### config.mk
export PLATFORM = sky130hd
export DESIGN_NAME = rv_pc_unit_flat
export DESIGN_NICKNAME = d
export VERILOG_FILES = /design/src/rtl/rv_pc_unit_if.sv /design/src/rtl/rv_pc_unit.sv /design/src/flat_wrapper.sv
export SDC_FILE = /design/constraint.sdc
export NUM_CORES = 1
export LEC_CHECK = 0
export BUFFER_PORTS_ARGS = -buffer_cell sky130_fd_sc_hd__buf_2
export CAP_MARGIN = 40
export CORE_UTILIZATION = 54
export CTS_CLUSTER_DIAMETER = 200
export DETAILED_ROUTE_END_ITERATION = 6
export MAX_ROUTING_LAYER = met4
export PLACE_DENSITY = 0.84
export SYNTH_ARGS = -nofsm -noshare
export SYNTH_HDL_FRONTEND = slang
export SYNTH_SLANG_ARGS = --single-unit
export TNS_END_PERCENT = 5
### constraint.sdc
create_clock -name clk -period 3.1 [get_ports clk]
set_clock_uncertainty 0.2 [all_clocks]
set_input_delay 0.465 -clock clk [delete_from_list [all_inputs] [get_ports clk]]
set_output_delay 0.465 -clock clk [all_outputs]
set_load 0.005 [all_outputs]
### src/rtl/rv_pc_unit_if.sv
`default_nettype none
// +--------------------------------------------------------------------------+
// | rv_pc_unit_if : fetch/redirect bundle between the PC unit and pipeline   |
// | Rev 1.0                                                                  |
// +--------------------------------------------------------------------------+
interface rv_pc_unit_if;
    logic        stall;
    logic        imem_gnt;
    logic        brq;
    logic        is_branch;
    logic        is_jal;
    logic        is_jalr;
    logic [31:0] imm;
    logic [31:0] rs1;
    logic        trap_ack;
    logic [31:0] pc;
    logic [31:0] pc_plus4;
    logic        imem_req;
    logic        taken;
    logic        trap;
    logic [31:0] mepc;
    logic [31:0] instret;

    modport slave (
        input  stall, imem_gnt, brq, is_branch, is_jal, is_jalr, imm, rs1, trap_ack,
        output pc, pc_plus4, imem_req, taken, trap, mepc, instret
    );

    modport master (
        output stall, imem_gnt, brq, is_branch, is_jal, is_jalr, imm, rs1, trap_ack,
        input  pc, pc_plus4, imem_req, taken, trap, mepc, instret
    );
endinterface
`default_nettype wire

### src/rtl/rv_pc_unit.sv
`default_nettype none
// +--------------------------------------------------------------------------+
// | rv_pc_unit : program counter, next-PC select and retire counter          |
// | Optional misaligned-target trap: define RV_PC_MISALIGN_TRAP_EN. Rev 1.0  |
// +--------------------------------------------------------------------------+
module rv_pc_unit #(
    parameter logic [31:0] RESET_VECTOR = 32'h0000_0000,
    parameter logic [31:0] TRAP_VECTOR  = 32'h0000_0010
) (
    input  logic         clk,
    input  logic         rst_n,
    rv_pc_unit_if.slave  bus
);

`ifdef RV_PC_MISALIGN_TRAP_EN
    typedef enum logic [1:0] {BOOT = 2'd0, RUN = 2'd1, TRAP = 2'd2} state_t;
`else
    typedef enum logic [1:0] {BOOT = 2'd0, RUN = 2'd1} state_t;
`endif

    state_t      state_q;
    logic [31:0] pc_q;
    logic [31:0] instret_q;
    logic        imem_req_q;
    logic [31:0] pc_plus4;
    logic [31:0] jalr_sum;
    logic [31:0] redir_tgt;
    logic [31:0] pc_d;
    logic        redir;
    logic        advance;

    assign pc_plus4 = pc_q + 32'd4;
    assign jalr_sum = bus.rs1 + bus.imm;

    // Priority jalr > jal > taken branch; jal and branch share the pc+imm adder.
    always_comb begin
        redir     = 1'b1;
        redir_tgt = pc_q + bus.imm;
        if (bus.is_jalr) begin
            redir_tgt = {jalr_sum[31:1], 1'b0};
        end else if (!bus.is_jal && !(bus.is_branch && bus.brq)) begin
            redir = 1'b0;
        end
`ifndef RV_PC_MISALIGN_TRAP_EN
        redir_tgt[1:0] = 2'b00;
`endif
    end

    assign pc_d    = redir ? redir_tgt : pc_plus4;
    assign advance = (state_q == RUN) && bus.imem_gnt && !bus.stall;

`ifdef RV_PC_MISALIGN_TRAP_EN
    logic [31:0] mepc_q;
    logic        trap_q;
    logic        misaligned;

    assign misaligned = redir && (redir_tgt[1:0] != 2'b00);
`endif

    always_ff @(posedge clk or negedge rst_n) begin
        if (!rst_n) begin
            state_q    <= BOOT;
            pc_q       <= RESET_VECTOR;
            instret_q  <= 32'd0;
            imem_req_q <= 1'b0;
`ifdef RV_PC_MISALIGN_TRAP_EN
            mepc_q     <= 32'd0;
            trap_q     <= 1'b0;
`endif
        end else begin
            case (state_q)
                BOOT: begin
                    state_q    <= RUN;
                    imem_req_q <= 1'b1;
                end
                RUN: begin
                    if (advance) begin
`ifdef RV_PC_MISALIGN_TRAP_EN
                        if (misaligned) begin
                            mepc_q     <= pc_q;
                            trap_q     <= 1'b1;
                            state_q    <= TRAP;
                            imem_req_q <= 1'b0;
                        end else begin
                            pc_q      <= pc_d;
                            instret_q <= instret_q + 32'd1;
                        end
`else
                        pc_q      <= pc_d;
                        instret_q <= instret_q + 32'd1;
`endif
                    end
                end
`ifdef RV_PC_MISALIGN_TRAP_EN
                // Stall freezes the trap exit just like any other state change.
                TRAP: begin
                    if (bus.trap_ack && !bus.stall) begin
                        pc_q       <= TRAP_VECTOR;
                        trap_q     <= 1'b0;
                        state_q    <= RUN;
                        imem_req_q <= 1'b1;
                    end
                end
`endif
                default: begin
                    state_q    <= BOOT;
                    imem_req_q <= 1'b0;
                end
            endcase
        end
    end

    assign bus.pc       = pc_q;
    assign bus.pc_plus4 = pc_plus4;
    assign bus.imem_req = imem_req_q;
    assign bus.taken    = (state_q == RUN) && redir;
    assign bus.instret  = instret_q;
`ifdef RV_PC_MISALIGN_TRAP_EN
    assign bus.trap     = trap_q;
    assign bus.mepc     = mepc_q;
`else
    assign bus.trap     = 1'b0;
    assign bus.mepc     = 32'd0;
`endif

endmodule
`default_nettype wire

### src/flat_wrapper.sv
// flat-port wrapper written by rule: the top's interface ports become plain ports
module rv_pc_unit_flat 
#(
    parameter logic [31:0] RESET_VECTOR = 32'h0000_0000,
    parameter logic [31:0] TRAP_VECTOR  = 32'h0000_0010
)
  (clk, rst_n, bus_stall, bus_imem_gnt, bus_brq, bus_is_branch, bus_is_jal, bus_is_jalr, bus_imm, bus_rs1, bus_trap_ack, bus_pc, bus_pc_plus4, bus_imem_req, bus_taken, bus_trap, bus_mepc, bus_instret);
  rv_pc_unit_if bus_i ();
  input  logic clk;
  input  logic rst_n;
  input wire logic [$bits(bus_i.stall)-1:0] bus_stall;
  input wire logic [$bits(bus_i.imem_gnt)-1:0] bus_imem_gnt;
  input wire logic [$bits(bus_i.brq)-1:0] bus_brq;
  input wire logic [$bits(bus_i.is_branch)-1:0] bus_is_branch;
  input wire logic [$bits(bus_i.is_jal)-1:0] bus_is_jal;
  input wire logic [$bits(bus_i.is_jalr)-1:0] bus_is_jalr;
  input wire logic [$bits(bus_i.imm)-1:0] bus_imm;
  input wire logic [$bits(bus_i.rs1)-1:0] bus_rs1;
  input wire logic [$bits(bus_i.trap_ack)-1:0] bus_trap_ack;
  output wire logic [$bits(bus_i.pc)-1:0] bus_pc;
  output wire logic [$bits(bus_i.pc_plus4)-1:0] bus_pc_plus4;
  output wire logic [$bits(bus_i.imem_req)-1:0] bus_imem_req;
  output wire logic [$bits(bus_i.taken)-1:0] bus_taken;
  output wire logic [$bits(bus_i.trap)-1:0] bus_trap;
  output wire logic [$bits(bus_i.mepc)-1:0] bus_mepc;
  output wire logic [$bits(bus_i.instret)-1:0] bus_instret;
  assign bus_i.stall = bus_stall;
  assign bus_i.imem_gnt = bus_imem_gnt;
  assign bus_i.brq = bus_brq;
  assign bus_i.is_branch = bus_is_branch;
  assign bus_i.is_jal = bus_is_jal;
  assign bus_i.is_jalr = bus_is_jalr;
  assign bus_i.imm = bus_imm;
  assign bus_i.rs1 = bus_rs1;
  assign bus_i.trap_ack = bus_trap_ack;
  assign bus_pc = bus_i.pc;
  assign bus_pc_plus4 = bus_i.pc_plus4;
  assign bus_imem_req = bus_i.imem_req;
  assign bus_taken = bus_i.taken;
  assign bus_trap = bus_i.trap;
  assign bus_mepc = bus_i.mepc;
  assign bus_instret = bus_i.instret;
  rv_pc_unit #(.RESET_VECTOR(RESET_VECTOR), .TRAP_VECTOR(TRAP_VECTOR)) u_core (.clk(clk), .rst_n(rst_n), .bus(bus_i));
endmodule
After elaboration in Yosys (flattened, before gate mapping):

Cells that the tools add are included.

* register bits: 67
* latch bits: 0
* memory bits (writable): 0
* ROM bits: 0
* memories: 0

* $add $sub $neg: 4
* multiply operators: 0
* div/mod/pow operators: 0
* magnitude comparators: 0
* equal/unequal tests: 1
* shift-type cells: 0
* muxes and demuxes: 6
* bitwise operators: 0
* reductions and logical operators: 10

Operator list (count)
* adder 32 bit: 2
* two-way mux 32 bit: 2
* adder 32 x 1 -> 32 bit, second input constant: 1
* adder 32 x 3 -> 32 bit, second input constant: 1
* logical AND 1 bit: 5
* case mux 2 bit (2 select lines): 1
* logical NOT 1 bit: 3
* == test 2 x 1 -> 1 bit, second input constant: 1
* logical NOT 2 bit: 1
* two-way mux 1 bit: 2
* case mux 1 bit (2 select lines): 1
* AND reduction 2 bit: 1

Depth between registers and ports, before layout:

* depth in word-level cells: 6
* depth in mapped cells: 10
* depth with buffers taken out: 9

Least setup slack after synthesis:

Ideal clock, no wire load.

* path kind: reg-to-reg
* start point: reg u_core.pc_q[9], in the netlist u_core.bus.pc[9]
* end point: reg u_core.pc_q[29], in the netlist u_core.bus.pc[29]
* setup time: 0.130 ns
* arrival time: 2.424 ns
* setup slack: 0.346 ns
* cell stages (with the launch flop): 10
* path buffers: 0
* period minus slack after synthesis: 2.754 ns
* path through: dfrtp_1 ha_1 a211oi_1 o21ai_0 and3_4 o31ai_4 a21oi_1 or4_1 a21oi_1 a211oi_1

* longest elaborated chain between the ends: 3

Ends and longest elaborated chain
* start: declaration: line rv_pc_unit.sv:22 `logic [31:0] pc_q;`
* start signal: assignment: line rv_pc_unit.sv:89 `pc_q <= pc_d;`
* adder 32 bit: line rv_pc_unit.sv:38 `redir_tgt = pc_q + bus.imm;`
* two-way mux 32 bit: line rv_pc_unit.sv:39 `if (bus.is_jalr) begin`
* two-way mux 32 bit (*): line rv_pc_unit.sv:49 `assign pc_d = redir ? redir_tgt : pc_plus4;`

Every way passes the cells marked *; elsewhere a longest branch is shown, timed or not.
A chain may end at the register's enable or synchronous reset.

Worst setup path after layout:

* start point: reg u_core.pc_q[17], in the netlist u_core.bus.pc[17]
* end point: out bus_pc_plus4[31]

* longest elaborated chain between the ends: 1

Ends and longest elaborated chain
* adder 32 x 3 -> 32 bit: line rv_pc_unit.sv:32 `assign pc_plus4 = pc_q + 32'd4;`
* end: declaration: line flat_wrapper.sv:21 `output wire logic [$bits(bus_i.pc_plus4)-1:0] bus_pc_plus4;`

Every way passes these cells.

==> impl_metrics.json <==
{
  "synth.distinct_cells": 80,
  "cts_tree": "built",
  "critPathSlowestCell": "dfrtp_2",
  "postLayoutCellArea_sq_um": 8524,
  "powerDensity_nw_per_um2": 583.7,
  "final_cell_mix": "buf_2, nand2_1, a21oi_1",
  "drt_iter0_markers": 410,
  "critPathLaunchType": "flip-flop",
  "dieWidth_um": 115.3,
  "vias": 7400,
  "fin_tns_setup_ns": 0,
  "dr_wl_met2_mm": 10.21,
  "cap_violations": 0,
  "arrival_ns": 2.35,
  "worstSetupEndpointType": "output pin",
  "hold_path_class": "in -> async",
  "power_leakage_uw": 0.004161,
  "synth_cells": 849,
  "die_area_sq_um": 13300,
  "final_common_cell": "buf_2",
  "drive_above_1_share": 0.2689,
  "cp_max_fo": 7,
  "clock_sinks": 63,
  "io_pins": 204,
  "via_per_inst": 6.006,
  "synth_ff_type": "dfrtp_1",
  "postSynth.asyncResetShare": 1.000,
  "ys_seq_area_frac": 0.2274,
  "wl_met1_mm": 8.720,
  "clock_latency_ns": 0.35,
  "r2r_slack_ns": 0.15,
  "ys_ff_latch": 63,
  "grt_pass1_wl_mm": 34.54,
  "slew_headroom": 0.4250,
  "rsz0062_at_grt": "true",
  "root_buffer": "clkbuf_16",
  "synth_area_sq_um": 6933,
  "hold_viol_final": 0,
  "crit_start": "u_core.bus.pc[17]",
  "grt-ovfl-total": 0,
  "diodes": 0,
  "place_area_sq_um": 8157,
  "worst_slew_pin_slew_ns": 0.8625,
  "areaGrowthSynthToFinish_pct": 22.96,
  "drc": 0,
  "layout_setup_ws_ns": 0.08043,
  "dp.final_hpwl_mm": 16.69,
  "timing.fmax_mhz": 331.2,
  "antenna_found_initial": 0,
  "htree_levels": 3,
  "avgSynthCellArea_sq_um": 8.166,
  "cts_buffers": 9,
  "first_pass_iters": 5,
  "post_drt_wl_per_cell_um": 17.73,
  "io_buffers": 165,
  "fp-row-count": 41,
  "ant_nets": 0,
  "fin_crit_sh": 0.9741,
  "cpPeakStageDelay_ns": 0.43,
  "drv_slew": 0,
  "min_period_ns": 3.020,
  "initial_core_util": 0.5516,
  "vdd_drop_max_mv": 0.3178,
  "fp.dieH_um": 115.3,
  "cts.path.max_buffers": 2,
  "status": "finished clean",
  "grt_max_degree": 64,
  "crit_chain": "and4_2 > nand4_2 > nor4_4 > and2b_2 > nand3_1 > xnor2_1 > buf_2",
  "grt_pass1_vias": 7124,
  "postCtsHoldBufs": 0,
  "path_class": "reg -> out",
  "wl_met3_mm": 1.838,
  "r2r-end": "u_core.bus.pc[31]",
  "synth_edf_count": 0,
  "crit_path_end": "bus_pc_plus4[31]",
  "synth_warnings": 0,
  "wirelength_mm": 21.85,
  "r2r_cells": 9,
  "gp_congestion": 0.9687,
  "highest_layer": "met4",
  "crit_required_ns": 2.43,
  "clkTransAtPathRegs_ns": 0.06,
  "place_ws_ns": 0.01454,
  "setup_viol": 0,
  "r2r-start": "u_core.bus.pc[11]",
  "nNetsFinal": 1190,
  "core-area_sq_um": 12570,
  "track_usage": 0.3438
}
==> flip-flops by register name (all words and copies together), names as in the netlist <==
register and cells:
u_core.bus.imem_req 1, u_core.bus.pc 30, u_core.bus.instret 32
==> cells in the mapped netlist (all sizes together) (21+ instances only) <==
cell type   n  area [sq um]
clkbuf     21         80.07
o21ai      49         249.0
and3       22         142.6
nand2      81         304.0
nand3      38         190.2
nor2       53         206.5
buf        44         307.8
a21o       23         172.7
dfrtp      63          1577
a21oi      63         319.1
xor2       42         367.9
xnor2      60         525.5
ha         61         763.2
==> critical path: cells and delay by family (launching register included) <==
family | cells | cell delay [ns]
xor gates and xnor gates | 1 | 0.18
buffers and inverters | 1 | 0.13
DFF | 1 | 0.43
and+or+nand+nor | 5 | 1.25
==> kinds of logic after synthesis <==
kind of cell,share of synthesized area
mux,0.01173
compound gates,0.2427
simple gates,0.2119
buf+inv,0.06623
xor+xnor,0.1289
fa+ha+maj,0.1101
flops,0.2274
other cells,0.001083
==> repair_timing <==
action | CTS | global route
resized for setup | 6 | 17
setup endpoints to repair | 6 | 8
pin swaps | 1 | 2
setup buffers | 1 | 1
==> layer usage <==
metal  vias to the layer above  track usage
met1                      3446       0.3919
met4                         0       0.1827
met3                        96      0.07327
met5                         -            -
met2                       387       0.5641
li1                       3471            -
==> power breakdown <==
part           switching, uW  internal (uW)  total, uW
Combinational           1460           1250       2710
Clock                    396            619       1010
Sequential               268            983       1250
==> layout make-up <==
type                       instances  area [sq um]
clock buffer                      10         229.0
clock inverter                     5         60.06
fill                            1049          4044
inverter                          19         71.32
multi-input combinational        738          5086
sequential                        63          1587
tap                              172         215.2
timing repair buffer             225          1276
==> through the flow <==
step	util	std cells	hold WS (ns)	power (uW)
final	0.6782	1232	0.1133	4976
after floorplan	-	885	-0.03059	2884
after global placement	0.6490	1215	0.2522	3823
after CTS	0.6740	1231	0.1544	4901
after global routing	0.6782	1232	0.1918	5322
after detailed placement	0.6490	1215	0.2696	3872
==> worst min-delay path by stage <==
stage	end	depth (start not counted)	slack [ns]	start
3_5_place_dp	u_core.bus.instret[31]	1	0.27	u_core.bus.instret[31]
5_1_grt	u_core.bus.instret[10]	2	0.19	rst_n
6_report	u_core.bus.instret[11]	2	0.11	rst_n
4_1_cts	u_core.bus.instret[1]	2	0.15	rst_n
2_1_floorplan	u_core.bus.imem_req	0	-0.03	rst_n
3_3_place_gp	u_core.bus.instret[31]	1	0.25	u_core.bus.instret[31]
Note: power is estimated with default switching activity, not from simulation.
